## src/rtl/count_display_driver.sv

```systemverilog
// Samples an asynchronous 4-bit counter into the board clock domain and filters it.
// Scans the result as decimal 00-15 on a 2-digit common-anode 7-segment display.
module count_display_driver #(
  parameter int unsigned REFRESH_DIV   = 50000,
  parameter int unsigned RCNT_W        = 16,
  parameter bit          BLANK_LEADING = 1'b1
) (
  input  logic       clk,
  input  logic       rstn,
  input  logic [3:0] count,
  output logic [6:0] seg,
  output logic [1:0] an,
  output logic [3:0] value,
  output logic       change,
  output logic       wrap
);

  localparam logic [RCNT_W-1:0] RCNT_LAST = RCNT_W'(REFRESH_DIV - 32'd1);

  function automatic logic [6:0] seg_code(input logic [3:0] digit);
    logic [6:0] code;
    case (digit)
      4'd0:    code = 7'h40;
      4'd1:    code = 7'h79;
      4'd2:    code = 7'h24;
      4'd3:    code = 7'h30;
      4'd4:    code = 7'h19;
      4'd5:    code = 7'h12;
      4'd6:    code = 7'h02;
      4'd7:    code = 7'h78;
      4'd8:    code = 7'h00;
      4'd9:    code = 7'h10;
      default: code = 7'h7F;
    endcase
    return code;
  endfunction

  logic [3:0]        s1_r, s2_r, s3_r;
  logic [RCNT_W-1:0] rcnt_r;
  logic              sel_r;
  logic              load_s;
  logic              tens_s;
  logic [3:0]        ones_s;
  logic [6:0]        seg_nxt_s;
  logic [1:0]        an_nxt_s;

  // Two samples of s2 must agree before a code is trusted.
  assign load_s = (s2_r == s3_r);

  // Synchroniser, agreement filter and change/wrap event flags
  always_ff @(posedge clk or negedge rstn) begin
    if (!rstn) begin
      s1_r   <= 4'd0;
      s2_r   <= 4'd0;
      s3_r   <= 4'd0;
      value  <= 4'd0;
      change <= 1'b0;
      wrap   <= 1'b0;
    end else begin
      s1_r <= count;
      s2_r <= s1_r;
      s3_r <= s2_r;
      if (load_s) begin
        value  <= s2_r;
        change <= (s2_r != value);
        wrap   <= (value == 4'd15) && (s2_r == 4'd0);
      end else begin
        change <= 1'b0;
        wrap   <= 1'b0;
      end
    end
  end

  // Refresh divider; sel_r=0 lights the ones digit, 1 the tens digit
  always_ff @(posedge clk or negedge rstn) begin
    if (!rstn) begin
      rcnt_r <= {RCNT_W{1'b0}};
      sel_r  <= 1'b0;
    end else if (rcnt_r == RCNT_LAST) begin
      rcnt_r <= {RCNT_W{1'b0}};
      sel_r  <= ~sel_r;
    end else begin
      rcnt_r <= rcnt_r + RCNT_W'(1'b1);
      sel_r  <= sel_r;
    end
  end

  // Binary to two-digit BCD for the 0..15 range
  always_comb begin
    tens_s = 1'b0;
    ones_s = value;
    if (value >= 4'd10) begin
      tens_s = 1'b1;
      ones_s = value - 4'd10;
    end else begin
      tens_s = 1'b0;
      ones_s = value;
    end
  end

  // Digit selection with optional leading-zero blanking
  always_comb begin
    an_nxt_s  = 2'b11;
    seg_nxt_s = 7'h7F;
    if (!sel_r) begin
      an_nxt_s  = 2'b10;
      seg_nxt_s = seg_code(ones_s);
    end else if (BLANK_LEADING && !tens_s) begin
      an_nxt_s  = 2'b11;
      seg_nxt_s = 7'h7F;
    end else begin
      an_nxt_s  = 2'b01;
      seg_nxt_s = seg_code({3'b000, tens_s});
    end
  end

  // Registered display drive
  always_ff @(posedge clk or negedge rstn) begin
    if (!rstn) begin
      seg <= 7'h7F;
      an  <= 2'b11;
    end else begin
      seg <= seg_nxt_s;
      an  <= an_nxt_s;
    end
  end

endmodule

```

## config.mk

```make
export PLATFORM = sky130hd
export DESIGN_NAME = count_display_driver
export DESIGN_NICKNAME = d
export VERILOG_FILES = /design/src/rtl/count_display_driver.sv
export SDC_FILE = /design/constraint.sdc
export NUM_CORES = 1
export LEC_CHECK = 0
export CAP_MARGIN = 40
export CORE_MARGIN = 2
export CORE_UTILIZATION = 55
export DETAILED_ROUTE_END_ITERATION = 8
export GPL_TIMING_DRIVEN = 0
export MAX_ROUTING_LAYER = met4
export PLACE_DENSITY_LB_ADDON = 0.3
export SKIP_CTS_REPAIR_TIMING = 1
export SLEW_MARGIN = 5
export SYNTH_ARGS = -nofsm -noshare
export SYNTH_HDL_FRONTEND = slang
export SYNTH_SLANG_ARGS = --single-unit
```

## constraint.sdc

```tcl
create_clock -name clk -period 2 [get_ports clk]
set_input_delay 0.2 -clock clk [delete_from_list [all_inputs] [get_ports clk]]
set_output_delay 0.2 -clock clk [all_outputs]
set_load 0.005 [all_outputs]
```

==> impl_metrics.py <==
metrics = {
    "yosys": {
        "yosys.area.top_type": "dfrtp_1",
        "synth_area_leaders": "dfrtp_1 45%, dfstp_2 12%, xor2_1 6.3%",
        "netlist_instances": 168,
        "syn_nets": 179,
        "ys_ff_latch": 44,
        "synth.distinct_cells": 34,
        "ys_warn_count": 0,
        "synth_top_cell_area_share": 0.453,
        "synth_area_mm2": 0.00193,
        "ys_seq_area_frac": 0.576,
        "syn-mean-instance-area_um2": 11.5,
    },
    "worst_setup_path": {
        "crit_fanout": 10,
        "cp-end-kind": "register",
        "arrival_ps": 2110,
        "worst_ep_required_time_ps": 2290,
        "critPathLaunchType": "register",
        "crit_type": "reg2reg",
    },
    "run_status": {
        "status": "completed",
    },
    "floorplan": {
        "die_h_um": 63.3,
        "die_x_um": 63.3,
        "ios": 21,
        "placement_rows": 21,
        "initial_utilization": 0.574,
        "die_area_mm2": 0.00400,
        "coreArea_mm2": 0.00336,
    },
    "timing": {
        "tns_ps": 0,
        "clock_skew_ps": 13.0,
        "tightestPinTransition_ps": 455,
        "finalCritPeriodShare": 0.911,
        "finalMaxSlewViolations": 0,
        "min_period_ps": 1820,
        "maxSlewHeadroom": 0.695,
        "setup_viol": 0,
        "hold_viol": 0,
        "fmax_ghz": 0.549,
    },
    "cts": {
        "clk_pin_slew_ps": 130,
        "ctsRootBufferMaster": "clkbuf_4",
        "cts_tree": "built",
        "numCtsBuffers": 5,
        "cts_sinks": 44,
        "clk_path_buf_depth": 2,
        "cts_max_level": 2,
        "insertion_delay_ps": 370,
    },
    "placement": {
        "io_buffers": 20,
        "dp_hpwl_um": 2320,
        "place_congestion": 0.875,
        "placed_cells": 235,
    },
    "power": {
        "power.share.combinational": 0.315,
        "p_seq_frac": 0.460,
        "internal_power_mw": 1.69,
        "total_power_mw": 2.42,
        "p_sw_mw": 0.735,
        "power_density_mw_per_mm2": 1060,
        "p_leak_nw": 0.984,
        "peakVddDrop_v": 0.000614,
        "clock_power_share": 0.226,
        "swShare": 0.303,
    },
    "cells_and_area": {
        "area_growth_pct": 18.8,
        "fillers": 271,
        "antennaDiodeCount": 0,
        "final_nets": 207,
        "drive_gt1_frac": 0.137,
        "finalNonFillerCells": 243,
    },
    "detailed_routing": {
        "drt-initial-drc-count": 58,
        "drc": 0,
        "wire_per_inst_um": 13.3,
        "drtAntennaViolNets": 0,
        "num_vias": 1348,
        "via_per_inst": 5.55,
        "drt_first_pass_iters": 4,
        "wl_um": 3240,
    },
    "min_path": {
        "hold_path_class": "in2async",
    },
    "global_route": {
        "grt_util_all_layers": 0.200,
        "grt_max_degree": 31,
        "grt_pass1_vias": 1352,
        "grt_pass1_wl_um": 5970,
        "antenna_found_initial": 0,
        "grt-ovfl-total": 0,
    },
    "flow_run": {
        "drv_cap": 0,
    },
}
[sequential cells by signal, summed over array words and instances (netlist names)]
signal / flops
an: 2
rcnt_r: 16
sel_r: 1
change: 1
wrap: 1
s2_r: 4
s3_r: 4
seg: 7
s1_r: 4
value: 4
[metrics by stage]
| stage | hold slack (ps) | instance area (µm²) | util | setup WS, ps |
|---|---|---|---|---|
| 5_1_grt | 234 | 2290 | 0.682 | -13.1 |
| 2_1_floorplan | -95.6 | 1930 | - | 252 |
| 3_5_place_dp | 120 | 2200 | 0.656 | -20.3 |
| 3_3_place_gp | 331 | 2190 | 0.651 | -239 |
| 4_1_cts | -291 | 2280 | 0.679 | -54.8 |
| 6_report | 244 | 2290 | 0.682 | 177 |
[power groups by stage]
stage          logic [mW]  clock network, mW  registers [mW]
2_1_floorplan       0.445                  0            1.12
3_3_place_gp        0.741                  0            1.11
3_5_place_dp        0.768                  0            1.12
4_1_cts             0.772              0.569            1.10
5_1_grt             0.844              0.602            1.14
6_report            0.763              0.547            1.11
[metal layers]
metal  vias to the layer above  track usage  wire (µm)
met1                       656        0.240       1350
met4                         0        0.101         90
met2                        43        0.315       1650
met5                         -            -          0
li1                        640            -          -
met3                         9       0.0536        147
[final cells by class]
cell class / count / area, µm² / share of cell area
flip-flops and latches: 44 / 1110 / 0.485
multi-input cells: 115 / 788 / 0.344
repair buffers: 22 / 225 / 0.0981
well taps: 46 / 57.6 / 0.0251
clock inverters: 3 / 42.5 / 0.0185
clock buffers: 5 / 37.5 / 0.0164
inverters: 5 / 18.8 / 0.00818
plain buffers: 3 / 12.5 / 0.00545
[cell families (layout without fill, tap and decap cells)]
kind of cell,after synthesis,after routing,share of synthesized area
simple gates,61,61,0.177
flops,44,44,0.576
compound gates,23,23,0.0751
xor+xnor,23,23,0.104
buf+inv,9,38,0.0181
fa+ha+maj,5,5,0.0324
mux,3,3,0.0168
[layout by cell type, fill, tap and decap left out, drive strengths merged, types with 2 or more instances in the layout]
master	count
nand4	3
dfrtp	35
xor2	14
nor2	14
buf	3
mux2	2
nor4	5
xnor2	9
dfstp	9
nand3	8
clkbuf	7
nor3b	2
ha	5
inv	5
and3	2
o21a	2
nand2	13
nand3b	2
nor3	6
clkdlybuf4s50	19
o21ai	9
or4	2
a21oi	4
o21bai	2
nand4b	2
nor2b	2
[critical path, stage by stage (launching register included)]
cell	delay (ps)
dfrtp_1	550
inv_1	130
ha_1	370
nand3_1	130
o21ai_0	110
a311oi_1	370
nand2_1	90
[path summary, 6_finish.rpt]
kind,cells after the start,endpoint,startpoint,slack [ps]
worst min register to register,0,s2_r[3],s1_r[3],360
min in group clk,1,s1_r[1],count[1],260
worst min-delay path,2,rcnt_r[12],rstn,240
worst max-delay path,6,seg[3],value[2],180
worst max register to register,6,seg[3],value[2],180
max in group asynchronous,3,rcnt_r[14],rstn,1300
[cell usage after synthesis]
| cell | number |
|---|---|
| a21boi_0 | 1 |
| a21oi_1 | 4 |
| a2bb2oi_1 | 1 |
| a311oi_1 | 1 |
| a31oi_1 | 1 |
| and3_1 | 2 |
| buf_2 | 1 |
| clkbuf_1 | 3 |
| dfrtp_1 | 35 |
| dfstp_2 | 9 |
| ha_1 | 5 |
| inv_1 | 5 |
| mux2_2 | 2 |
| mux2i_1 | 1 |
| nand2_1 | 13 |
| nand3_1 | 8 |
| nand3b_1 | 2 |
| nand4_1 | 3 |
| nand4b_1 | 2 |
| nor2_1 | 14 |
| nor2b_1 | 2 |
| nor3_1 | 5 |
| nor3_4 | 1 |
| nor3b_1 | 2 |
| nor4_1 | 4 |
| nor4_4 | 1 |
| o211ai_1 | 1 |
| o21a_1 | 2 |
| o21ai_0 | 9 |
| o21bai_1 | 2 |
| o41a_1 | 1 |
| or4_4 | 2 |
| xnor2_1 | 9 |
| xor2_1 | 14 |
Power figures use the tool's default switching activity.
